File: src/rtl/mips_mc_pkg.sv
// Shared types and encodings for the multi-cycle MIPS control slice.
package mips_mc_pkg;

    typedef enum logic [3:0] {
        FETCH    = 4'd0,
        DECODE   = 4'd1,
        MEMADR   = 4'd2,
        MEMREAD  = 4'd3,
        MEMWB    = 4'd4,
        MEMWRITE = 4'd5,
        EXECUTE  = 4'd6,
        ALUWB    = 4'd7,
        BRANCH   = 4'd8,
        IMMEXEC  = 4'd9,
        IMMWB    = 4'd10,
        JUMP     = 4'd11
    } state_t;

    typedef enum logic [1:0] {
        ALUOP_ADD   = 2'b00,
        ALUOP_SUB   = 2'b01,
        ALUOP_FUNCT = 2'b10,
        ALUOP_OR    = 2'b11
    } aluop_t;

    localparam logic [5:0] OP_RTYPE = 6'b000000;
    localparam logic [5:0] OP_LW    = 6'b100011;
    localparam logic [5:0] OP_SW    = 6'b101011;
    localparam logic [5:0] OP_BEQ   = 6'b000100;
    localparam logic [5:0] OP_BNE   = 6'b000101;
    localparam logic [5:0] OP_ADDI  = 6'b001000;
    localparam logic [5:0] OP_ORI   = 6'b001101;
    localparam logic [5:0] OP_J     = 6'b000010;

    localparam logic [5:0] F_ADD = 6'b100000;
    localparam logic [5:0] F_SUB = 6'b100010;
    localparam logic [5:0] F_AND = 6'b100100;
    localparam logic [5:0] F_OR  = 6'b100101;
    localparam logic [5:0] F_SLT = 6'b101010;

    localparam logic [2:0] ALU_ADD = 3'b010;
    localparam logic [2:0] ALU_SUB = 3'b110;
    localparam logic [2:0] ALU_AND = 3'b000;
    localparam logic [2:0] ALU_OR  = 3'b001;
    localparam logic [2:0] ALU_SLT = 3'b111;

endpackage

File: src/rtl/mips_alu_decoder.sv
// Combinational ALU decoder: FSM-selected operation, or Funct-driven for R-type.
import mips_mc_pkg::*;

module mips_alu_decoder (
    input  aluop_t      aluop,
    input  logic [5:0]  funct,
    output logic [2:0]  alu_control,
    output logic        illegal
);

    always_comb begin
        alu_control = ALU_ADD;
        illegal     = 1'b0;
        case (aluop)
            ALUOP_ADD: alu_control = ALU_ADD;
            ALUOP_SUB: alu_control = ALU_SUB;
            ALUOP_OR:  alu_control = ALU_OR;
            ALUOP_FUNCT: begin
                case (funct)
                    F_ADD:   alu_control = ALU_ADD;
                    F_SUB:   alu_control = ALU_SUB;
                    F_AND:   alu_control = ALU_AND;
                    F_OR:    alu_control = ALU_OR;
                    F_SLT:   alu_control = ALU_SLT;
                    default: illegal     = 1'b1;
                endcase
            end
            default: alu_control = ALU_ADD;
        endcase
    end

endmodule

File: src/rtl/mips_mc_control.sv
// Multi-cycle MIPS control: Moore FSM sequencing memory, IR, PC and register-file writes.
import mips_mc_pkg::*;

module mips_mc_control #(
    parameter int OPW   = 6,
    parameter int ALUCW = 3
) (
    input  logic             clk,
    input  logic             rst,
    input  logic [OPW-1:0]   Opcode,
    input  logic [OPW-1:0]   Funct,
    input  logic             Zero,
    output logic             MemWrite,
    output logic             IorD,
    output logic             IRWrite,
    output logic             PCEn,
    output logic             RegWrite,
    output logic             RegDst,
    output logic             MemtoReg,
    output logic             ALUSrcA,
    output logic [1:0]       ALUSrcB,
    output logic [1:0]       PCSrc,
    output logic [ALUCW-1:0] ALUControl,
    output logic             IllegalOp,
    output logic [3:0]       State
);

    state_t     state_q, state_d;
    aluop_t     aluop;
    logic [2:0] dec_control;
    logic       dec_illegal;
    logic       bad_funct_q;
    logic       pc_write, branch, branch_ne;

    mips_alu_decoder u_alu_decoder (
        .aluop       (aluop),
        .funct       (Funct),
        .alu_control (dec_control),
        .illegal     (dec_illegal)
    );

    always_ff @(posedge clk or posedge rst) begin
        if (rst) begin
            state_q     <= FETCH;
            bad_funct_q <= 1'b0;
        end else begin
            state_q <= state_d;
            if (state_q == EXECUTE)
                bad_funct_q <= dec_illegal;
        end
    end

    assign State = state_q;

    always_comb begin
        state_d   = FETCH;
        aluop     = ALUOP_ADD;
        pc_write  = 1'b0;
        branch    = 1'b0;
        branch_ne = 1'b0;
        MemWrite  = 1'b0;
        IorD      = 1'b0;
        IRWrite   = 1'b0;
        RegWrite  = 1'b0;
        RegDst    = 1'b0;
        MemtoReg  = 1'b0;
        ALUSrcA   = 1'b0;
        ALUSrcB   = 2'b00;
        PCSrc     = 2'b00;
        IllegalOp = 1'b0;

        case (state_q)
            FETCH: begin
                IRWrite  = 1'b1;
                ALUSrcB  = 2'b01;
                pc_write = 1'b1;
                state_d  = DECODE;
            end
            DECODE: begin
                ALUSrcB = 2'b11;
                case (Opcode)
                    OP_LW, OP_SW:    state_d = MEMADR;
                    OP_RTYPE:        state_d = EXECUTE;
                    OP_BEQ, OP_BNE:  state_d = BRANCH;
                    OP_ADDI, OP_ORI: state_d = IMMEXEC;
                    OP_J:            state_d = JUMP;
                    default:         IllegalOp = 1'b1;
                endcase
            end
            MEMADR: begin
                ALUSrcA = 1'b1;
                ALUSrcB = 2'b10;
                state_d = (Opcode == OP_SW) ? MEMWRITE : MEMREAD;
            end
            MEMREAD: begin
                IorD    = 1'b1;
                state_d = MEMWB;
            end
            MEMWB: begin
                MemtoReg = 1'b1;
                RegWrite = 1'b1;
            end
            MEMWRITE: begin
                IorD     = 1'b1;
                MemWrite = 1'b1;
            end
            EXECUTE: begin
                ALUSrcA   = 1'b1;
                aluop     = ALUOP_FUNCT;
                IllegalOp = dec_illegal;
                state_d   = ALUWB;
            end
            // Unknown funct was latched in EXECUTE so the write-back is dropped here.
            ALUWB: begin
                RegDst   = 1'b1;
                RegWrite = ~bad_funct_q;
            end
            BRANCH: begin
                ALUSrcA   = 1'b1;
                aluop     = ALUOP_SUB;
                PCSrc     = 2'b01;
                branch    = 1'b1;
                branch_ne = (Opcode == OP_BNE);
            end
            IMMEXEC: begin
                ALUSrcA = 1'b1;
                ALUSrcB = 2'b10;
                aluop   = (Opcode == OP_ORI) ? ALUOP_OR : ALUOP_ADD;
                state_d = IMMWB;
            end
            IMMWB:   RegWrite = 1'b1;
            JUMP: begin
                PCSrc    = 2'b10;
                pc_write = 1'b1;
            end
            default: state_d = FETCH;
        endcase

        PCEn       = pc_write | (branch & (Zero ^ branch_ne));
        ALUControl = dec_control;

        // Reset masks every output, including the FETCH strobes the state would imply.
        if (rst) begin
            MemWrite   = 1'b0;
            IorD       = 1'b0;
            IRWrite    = 1'b0;
            PCEn       = 1'b0;
            RegWrite   = 1'b0;
            RegDst     = 1'b0;
            MemtoReg   = 1'b0;
            ALUSrcA    = 1'b0;
            ALUSrcB    = 2'b00;
            PCSrc      = 2'b00;
            ALUControl = '0;
            IllegalOp  = 1'b0;
        end
    end

endmodule

File: config.mk
export PLATFORM = sky130hd
export DESIGN_NAME = mips_mc_control
export DESIGN_NICKNAME = d
export VERILOG_FILES = /design/src/rtl/mips_mc_pkg.sv /design/src/rtl/mips_alu_decoder.sv /design/src/rtl/mips_mc_control.sv
export SDC_FILE = /design/constraint.sdc
export NUM_CORES = 1
export LEC_CHECK = 0
export ABC_CLOCK_PERIOD_IN_PS = 2410
export CORE_ASPECT_RATIO = 1.25
export CORE_MARGIN = 2
export CORE_UTILIZATION = 38
export CTS_CLUSTER_DIAMETER = 200
export DETAILED_ROUTE_END_ITERATION = 7
export GPL_TIMING_DRIVEN = 0
export HOLD_SLACK_MARGIN = 0.1
export PLACE_DENSITY = 0.79
export SLEW_MARGIN = 10
export SYNTH_ARGS = -nofsm -noshare
export SYNTH_HDL_FRONTEND = slang
export SYNTH_SLANG_ARGS = --single-unit
File: constraint.sdc
create_clock -name clk -period 2.41 [get_ports clk]
set_input_delay 0.482 -clock clk [delete_from_list [all_inputs] [get_ports clk]]
set_output_delay 0.482 -clock clk [all_outputs]
set_load 0.02 [all_outputs]
Yosys cells after proc, flatten, opt, wreduce, memory -nomap -nowiden
Index checks and enable logic that the tools add are counted.

Register bits: 5.

Bitwise operators: 4. Muxes and demuxes: 35. Equal/unequal tests: 26. Reduce and logical (&&, ||, !) cells: 13.

Operators with widths (count): equality test 6 bit (second input constant) (7); one-hot mux 3 bit (4 select lines) (2); one-hot mux 4 bit (6 select lines) (1); 2-to-1 mux 1 bit (21); one-hot mux 4 bit (5 select lines) (1); equality test 4 x 3 -> 1 bit (second input constant) (4); equality test 4 bit (second input constant) (4); OR reduction 2 bit (7); equality test 6 x 3 -> 1 bit (second input constant) (2); equality test 6 x 4 -> 1 bit (second input constant) (2); one-hot mux 2 bit (3 select lines) (2); equality test 4 x 2 -> 1 bit (second input constant) (2); OR reduction 8 bit (1); equality test 6 x 2 -> 1 bit (second input constant) (1); logical NOT 6 bit (1); 2-to-1 mux 2 bit (3); 2-to-1 mux 3 bit (2); OR reduction 5 bit (1); equality test 2 bit (second input constant) (2); equality test 4 x 1 -> 1 bit (second input constant) (1); logical NOT 4 bit (1); one-hot mux 1 bit (2 select lines) (2); one-hot mux 2 bit (2 select lines) (1); OR reduction 4 bit (1); other kinds (6) (6).

Longest topological paths before layout
Gate-level depths: netlist of run 1.

Depth in word-level cells: 7. Gate-level depth with buffers: 5. Mapped depth without buffers: 4.

By module
A second synthesis of run 1 with hierarchy kept.

Cells, all modules: 101. Area total of the unflattened synthesis: 788.3 um2.

By module, submodules not included: mips_mc_control (instances 1, area an instance 680.7 um2, seq. area each 125.1 um2, cells an instance 86); mips_alu_decoder (instances 1, area an instance 107.6 um2, seq. area each 0.0 um2, cells an instance 15).

Least setup slack after synthesis of run 1
Ideal clock, no wire load.

Kind: register -> output. Start point: reg state_q[1] (netlist: State[1]). End point: out PCEn. Path slack: 0.183 ns. Path buffers: 1. Arrival: 1.745 ns. Cell stages (with the launch flop): 5. Path through: dfrtp_1 buf_1 nand2_1 nor3_1 or3_1.

Word-level cells in the longest chain between the ends: 6.

RTL lines: from (decl) (RTL line mips_mc_control.sv:28) `state_t state_q, state_d;`; from (signal assigned) (RTL line mips_mc_control.sv:47) `state_q <= state_d;`; equality test 4 bit (RTL line mips_mc_control.sv:72) `case (state_q)`; 2-to-1 mux 1 bit (RTL line mips_mc_control.sv:72); XOR 1 bit (RTL line mips_mc_control.sv:139) `PCEn = pc_write | (branch & (Zero ^ branch_ne));`; bitwise AND 1 bit (RTL line mips_mc_control.sv:139); bitwise OR 1 bit * (RTL line mips_mc_control.sv:139); 2-to-1 mux 1 bit * (RTL line mips_mc_control.sv:143) `if (rst) begin`; to (decl) (RTL line mips_mc_control.sv:16) `output logic PCEn,`.

Mark *: on every way between the ends. The rest lies on a longest branch, timed or not.

Worst setup path after layout of run 1
Start point: in Opcode[0]. End point: out IllegalOp.

Word-level cells in the longest chain between the ends: 7.

RTL lines: from (decl) (RTL line mips_mc_control.sv:10) `input logic [OPW-1:0] Opcode,`; equality test 6 x 4 -> 1 bit (RTL line mips_mc_control.sv:81, mips_mc_control.sv:128); 2-to-1 mux 2 bit (RTL line mips_mc_control.sv:128) `aluop = (Opcode == OP_ORI) ? ALUOP_OR : ALUOP_ADD;`; one-hot mux 2 bit (3 select lines) (RTL line mips_mc_control.sv:72); equality test 2 bit (RTL line mips_alu_decoder.sv:14) `case (aluop)`; 2-to-1 mux 1 bit (RTL line mips_alu_decoder.sv:14); one-hot mux 1 bit (2 select lines) * (RTL line mips_mc_control.sv:72); 2-to-1 mux 1 bit * (RTL line mips_mc_control.sv:143); to (decl) (RTL line mips_mc_control.sv:24) `output logic IllegalOp,`.

Marked as above.

==> results.py, run 1 <==
metrics = {
    "job": {
        "maxCapViolCount": 0,
    },
    "drt": {
        "drt_wl_total_um": 2310,
        "wl_per_cell_um": 15.3,
        "ant_nets": 0,
        "drt_iter0_drc": 19,
        "via_count": 901,
        "firstDrtPassIters": 4,
        "vias_per_cell": 5.97,
        "drc": 0,
    },
    "timing": {
        "slew_headroom_pct": 75.4,
        "worst-slew-pin-transition_ns": 0.367,
        "setup_ws_ns": 0.106,
        "hold_viol_final": 0,
        "layout_min_cycle_time_ns": 2.30,
        "rsz0062_at_grt": "no",
        "finalSetupTns_ns": 0,
        "slew_viol_final": 0,
        "finalSetupViolCount": 0,
        "timing.final.crit_share_pct": 95.6,
        "clock.fmax_ghz": 0.434,
        "skew_ns": 0.00761,
        "fin_hold_ws_ns": 0.210,
    },
    "clock_network": {
        "htreeDepth": 1,
        "cts_tree": "yes",
        "ctsHoldBuffers": 0,
        "clockBufferDepth": 2,
        "cts_buffers": 3,
        "clk_latency_ns": 0.25,
        "clk_pin_slew_ns": 0.05,
        "clock-sinks": 5,
        "root_buffer": "clkbuf_4",
    },
    "final_layout": {
        "fill_cells": 143,
        "area_delta_synth_final_pct": 69.8,
        "final_nets": 149,
        "num_antenna_cells": 0,
        "drive_gt1_share_pct": 25.6,
    },
    "setup_path": {
        "crit_path_max_incr_delay_ns": 0.31,
        "rrSetupSlack_ns": 1.02,
        "crit_path_start_kind": "primary input",
        "path_cells": "dlygate4sd2_1, and4b_1, a22oi_2, o311ai_1, o22ai_1, buf_2",
        "critPathKind": "in -> out",
        "startpoint": "Opcode[0]",
        "crit_slowest_cell": "dlygate4sd2_1",
        "path_buf_inv": 2,
        "reg2reg_from": "State[0]$_DFF_PP0_",
        "crit_required_ns": 1.93,
        "cp_top_family": "compound AO/OA/AOI/OAI gates",
        "crit_arrival_ns": 1.82,
        "r2r-end": "State[2]$_DFF_PP0_",
        "reg2reg_depth": 4,
        "crit_path_end_kind": "output port",
        "critPathMaxFanout": 8,
    },
    "grt": {
        "grt_usage_pct": 24.3,
        "grt_max_degree": 11,
        "grt_antenna_before_repair": 0,
        "grt_pass1_wl_um": 3510,
        "overflow": 0,
        "grt_pass1_vias": 855,
    },
    "synthesis": {
        "async_reset_ff_share_pct": 100,
        "syn_inst": 90,
        "synth.most_common_cell": "nor2_1",
        "synth_area_sq_um": 646,
        "syn_avg_cell_area_sq_um": 7.17,
        "yosysWarnings": 0,
        "synth_commonest_cells": "nor2_1 (12), a21oi_1 (5), dfrtp_1 (5), nor3_1 (5)",
        "syn_nets": 105,
        "synth_top_area_share_pct": 19.4,
        "synth_cell_types": 40,
        "synth_edf_count": 0,
        "yosys-top-cells-area": "dfrtp_1 (19%), nor2_1 (7.0%), a211oi_1 (4.7%)",
        "ys_dominant_reg_cell": "dfrtp_1",
        "synth_area_leader_cell": "dfrtp_1",
        "synth-seq-area-share_pct": 19.4,
        "ys_ff_latch": 5,
    },
    "floorplan": {
        "die_y_um": 50.1,
        "die-area_sq_mm": 0.00205,
        "die_w_um": 40.9,
        "ios": 35,
        "num_rows": 16,
        "coreArea_sq_mm": 0.00158,
        "start_util_pct": 40.8,
    },
    "worst_hold_path": {
        "hold_class": "in -> async",
    },
    "power": {
        "vdd_drop_max_mv": 0.427,
        "p_per_area_mw_per_mm2": 721,
        "leakage_uw": 0.000554,
        "total_power_uw": 791,
    },
    "placement": {
        "hpwlAfterDp_um": 1550,
        "place.gp.congestion": 0.822,
        "port_buffers": 34,
        "dp_slack_ns": -0.679,
    },
    "status": {
        "status": "completed",
    },
}
[flip-flops by register name, summed over array words and instances (netlist names)]
signal and cells:
State 4, bad_funct_q 1
[cells in the final DEF (no fill, tap or decap), drive strengths merged]
| cell | instances |
|---|---|
| a2111o | 1 |
| a211oi | 4 |
| a21oi | 5 |
| a22oi | 1 |
| a311o | 1 |
| a31oi | 1 |
| and3 | 1 |
| and4b | 1 |
| buf | 11 |
| clkbuf | 11 |
| clkdlybuf4s50 | 6 |
| dfrtp | 5 |
| dlygate4sd2 | 13 |
| dlymetal6s2s | 8 |
| inv | 5 |
| mux2 | 2 |
| nand2 | 3 |
| nand2b | 4 |
| nand3 | 3 |
| nand4 | 3 |
| nor2 | 12 |
| nor2b | 1 |
| nor3 | 5 |
| nor3b | 1 |
| nor4 | 5 |
| nor4b | 1 |
| o21a | 2 |
| o21ai | 5 |
| o22ai | 1 |
| o311ai | 1 |
| o31ai | 1 |
| o32a | 1 |
| o32ai | 1 |
| or3 | 2 |
| or4 | 2 |
| or4b | 1 |
| xnor2 | 1 |
| xor2 | 1 |
[metal layers]
metal	vias to the layer above	track usage (%)	part of all wire (%)
li1	433	-	-
met1	421	25.9	36
met2	40	43.5	54
met3	7	3.60	7.9
met4	0	9.44	1.8
met5	-	0	0
[power breakdown]
part	leakage, uW	total, uW	internal [uW]	switching (uW)
Clock	0.0000150	98.1	62.6	35.5
Combinational	0.000478	541	228	313
Sequential	0.0000610	152	115	36.2
[final cells by class]
cell class | count | area [sq um] | area share [%]
flip-flops and latches | 5 | 126 | 11.5
plain buffers | 6 | 28.8 | 2.63
well taps | 18 | 22.5 | 2.05
repair buffers | 39 | 359 | 32.8
clock buffers | 4 | 26.3 | 2.40
inverters | 5 | 18.8 | 1.71
multi-input cells | 74 | 514 | 46.9
[worst max-delay path by stage]
stage	endpoint	slack (ns)	cells after the start
finish	IllegalOp	0.11	6
CTS	ALUControl[0]	0.006	6
detailed placement	PCEn	-0.68	6
global placement	PCEn	-0.67	6
floorplan	PCEn	0.18	4
global route	ALUControl[1]	0.02	6
[timing repair]
action,4_1_cts,5_1_grt
pin swaps,2,9
resized for setup,39,25
hold endpoints to repair,0,0
endpoints found under the setup margin,16,10
buffers inserted,2,3
[worst reg2reg max path, stage by stage (launching register included)]
cell,delay [ns]
dfrtp_2,0.44
clkbuf_2,0.21
a21oi_1,0.14
o21ai_0,0.09
a211oi_1,0.36
[through the flow]
step / cell area [sq um] / instances / utilization, %
floorplan: 646 / 90 / -
global placement: 1010 / 142 / 63.8
detailed placement: 1010 / 142 / 63.8
CTS: 1050 / 148 / 66.6
global route: 1100 / 151 / 69.3
finish: 1100 / 151 / 69.3
[logic make-up (layout without fill, tap and decap cells)]
family | Yosys count | count (layout) | synth area share [%]
muxes | 2 | 2 | 3.49
AOI/OAI and AO/OA | 25 | 25 | 26.6
and+or+nand+nor | 45 | 45 | 41.3
DFF | 5 | 5 | 19.4
xor gates and xnor gates | 2 | 2 | 2.71
buffers and inverters | 11 | 54 | 6.59
No activity file was read; power rests on OpenSTA's default activity.
==> run 2, diff against run 1 <==
--- a/config.mk
+++ b/config.mk
@@ -6,14 +6,16 @@
 export NUM_CORES = 1
 export LEC_CHECK = 0
 export ABC_CLOCK_PERIOD_IN_PS = 2410
+export CELL_PAD_IN_SITES_DETAIL_PLACEMENT = 1
+export CELL_PAD_IN_SITES_GLOBAL_PLACEMENT = 2
 export CORE_ASPECT_RATIO = 1.25
 export CORE_MARGIN = 2
-export CORE_UTILIZATION = 38
+export CORE_UTILIZATION = 19
 export CTS_CLUSTER_DIAMETER = 200
 export DETAILED_ROUTE_END_ITERATION = 7
 export GPL_TIMING_DRIVEN = 0
 export HOLD_SLACK_MARGIN = 0.1
-export PLACE_DENSITY = 0.79
+export PLACE_DENSITY_LB_ADDON = 0.1
 export SLEW_MARGIN = 10
 export SYNTH_ARGS = -nofsm -noshare
 export SYNTH_HDL_FRONTEND = slang
==> results.py, run 2 (same netlist as run 1, synthesis figures left out) <==
metrics = {
    "status": {
        "status": "completed",
    },
    "timing": {
        "slew_headroom_pct": 75.9,
        "setup_ws_ns": 0.0625,
        "timing.final.crit_share_pct": 97.4,
        "finalSetupTns_ns": 0,
        "finalSetupViolCount": 0,
        "clock.fmax_ghz": 0.426,
        "layout_min_cycle_time_ns": 2.35,
        "fin_hold_ws_ns": 0.232,
        "rsz0062_at_grt": "no",
        "worst-slew-pin-transition_ns": 0.355,
        "hold_viol_final": 0,
        "slew_viol_final": 0,
        "skew_ns": 0.00144,
    },
    "grt": {
        "global_route.usage.met2_pct": 26.3,
        "top_usage_layer": "met2",
        "grt_pass1_vias": 925,
        "use_met1_pct": 15.0,
        "grt_usage_pct": 13.6,
        "grt_antenna_before_repair": 0,
        "overflow": 0,
        "grt_pass1_wl_um": 4300,
        "grt_max_degree": 11,
        "use_met3_pct": 1.87,
    },
    "setup_path": {
        "reg2reg_from": "State[0]$_DFF_PP0_",
        "crit_path_end_kind": "output port",
        "crit_path_start_kind": "primary input",
        "startpoint": "Opcode[3]",
        "crit_required_ns": 1.93,
        "critPathKind": "in -> out",
        "critPathMaxFanout": 5,
        "crit_arrival_ns": 1.87,
    },
    "clock_network": {
        "root_buffer": "clkbuf_8",
        "clk_pin_slew_ns": 0.03,
        "clockBufferDepth": 2,
        "clk_latency_ns": 0.21,
        "htreeDepth": 1,
        "cts_buffers": 3,
        "ctsHoldBuffers": 0,
        "clock-sinks": 5,
        "cts_tree": "yes",
    },
    "floorplan": {
        "start_util_pct": 20.0,
        "ios": 35,
        "num_rows": 23,
        "die_w_um": 56.1,
        "coreArea_sq_mm": 0.00322,
        "die_y_um": 69.2,
        "die-area_sq_mm": 0.00388,
    },
    "drt": {
        "via_count": 879,
        "firstDrtPassIters": 4,
        "drt_wl_total_um": 2620,
        "wl_per_cell_um": 15.7,
        "drt_iter0_drc": 15,
        "vias_per_cell": 5.26,
        "drc": 0,
        "ant_nets": 0,
    },
    "final_layout": {
        "final_nets": 146,
        "drive_gt1_share_pct": 23.8,
        "final_common_cell": "dlygate4sd2_1",
        "num_antenna_cells": 0,
        "final_cell_mix": "dlygate4sd2_1 (13), nor2_1 (11), clkdlybuf4s50_1 (6), dlymetal6s2s_1 (6)",
        "final_cell_area_sq_mm": 0.00113,
        "largest_register_ffs": 4,
        "area_delta_synth_final_pct": 74.4,
    },
    "placement": {
        "dpl_cell_area_sq_mm": 0.00103,
        "place.gp.congestion": 0.785,
        "dp_slack_ns": -0.761,
        "hpwlAfterDp_um": 2000,
        "port_buffers": 34,
    },
    "power": {
        "leakage_uw": 0.000529,
        "total_power_uw": 841,
        "p_per_area_mw_per_mm2": 747,
        "vdd_drop_max_mv": 0.353,
    },
    "worst_hold_path": {
        "hold_class": "in -> async",
    },
    "job": {
        "maxCapViolCount": 0,
    },
}
[run 2: changes by cell type in the layout (fill, tap and decap cells not counted), sizes merged]
cell	change
clkbuf	-3
dlymetal6s2s	-2
clkdlybuf4s15	+4
buf	-2
[run 2: final timing paths]
path | slack [ns] | depth (start not counted) | end
max | 0.06 | 6 | IllegalOp
min | 0.23 | 2 | State[1]$_DFF_PP0_
max reg2reg | 1.12 | 4 | State[2]$_DFF_PP0_
min reg2reg | 0.57 | 2 | bad_funct_q$_DFFE_PP0N_
max in group asynchronous | 1.98 | 2 | State[0]$_DFF_PP0_
min in group clk | 0.57 | 2 | bad_funct_q$_DFFE_PP0N_
[run 2: what timing repair did]
action                     4_1_cts  5_1_grt
resized for setup               51       16
setup endpoints to repair       16        7
pin swaps                        2        5
setup buffers                    1        2
[run 2: worst max-delay path, cell delays in order]
cell and delay, ns:
clkdlybuf4s15_1 0.26, and4b_1 0.27, a22oi_2 0.26, o311ai_1 0.18, o22ai_1 0.22, buf_2 0.20
[run 2: power by group]
group | leakage (uW) | switching [uW] | total (uW) | internal [uW]
Sequential | 0.0000610 | 39.5 | 155 | 116
Clock | 0.0000228 | 36.4 | 150 | 113
Combinational | 0.000445 | 314 | 537 | 222
[run 2: per-stage QoR]
stage,utilization (%),instances
floorplan,-,90
global placement,32.0,161
detailed placement,32.0,161
CTS,33.8,165
global route,34.9,167
finish,34.9,167
[run 2: final cells by class]
type	instances	area (sq um)
clock buffer	4	45.0
tap	37	46.3
fill	395	2100
buffer	5	27.5
sequential	5	126
multi-input combinational	74	513
inverter	5	18.8
timing repair buffer	37	349
[run 2: routing by layer]
metal,up-vias,share of wire [%]
met5,-,0
met4,0,0.72
met3,2,4.3
met2,25,54
met1,428,41
li1,424,-
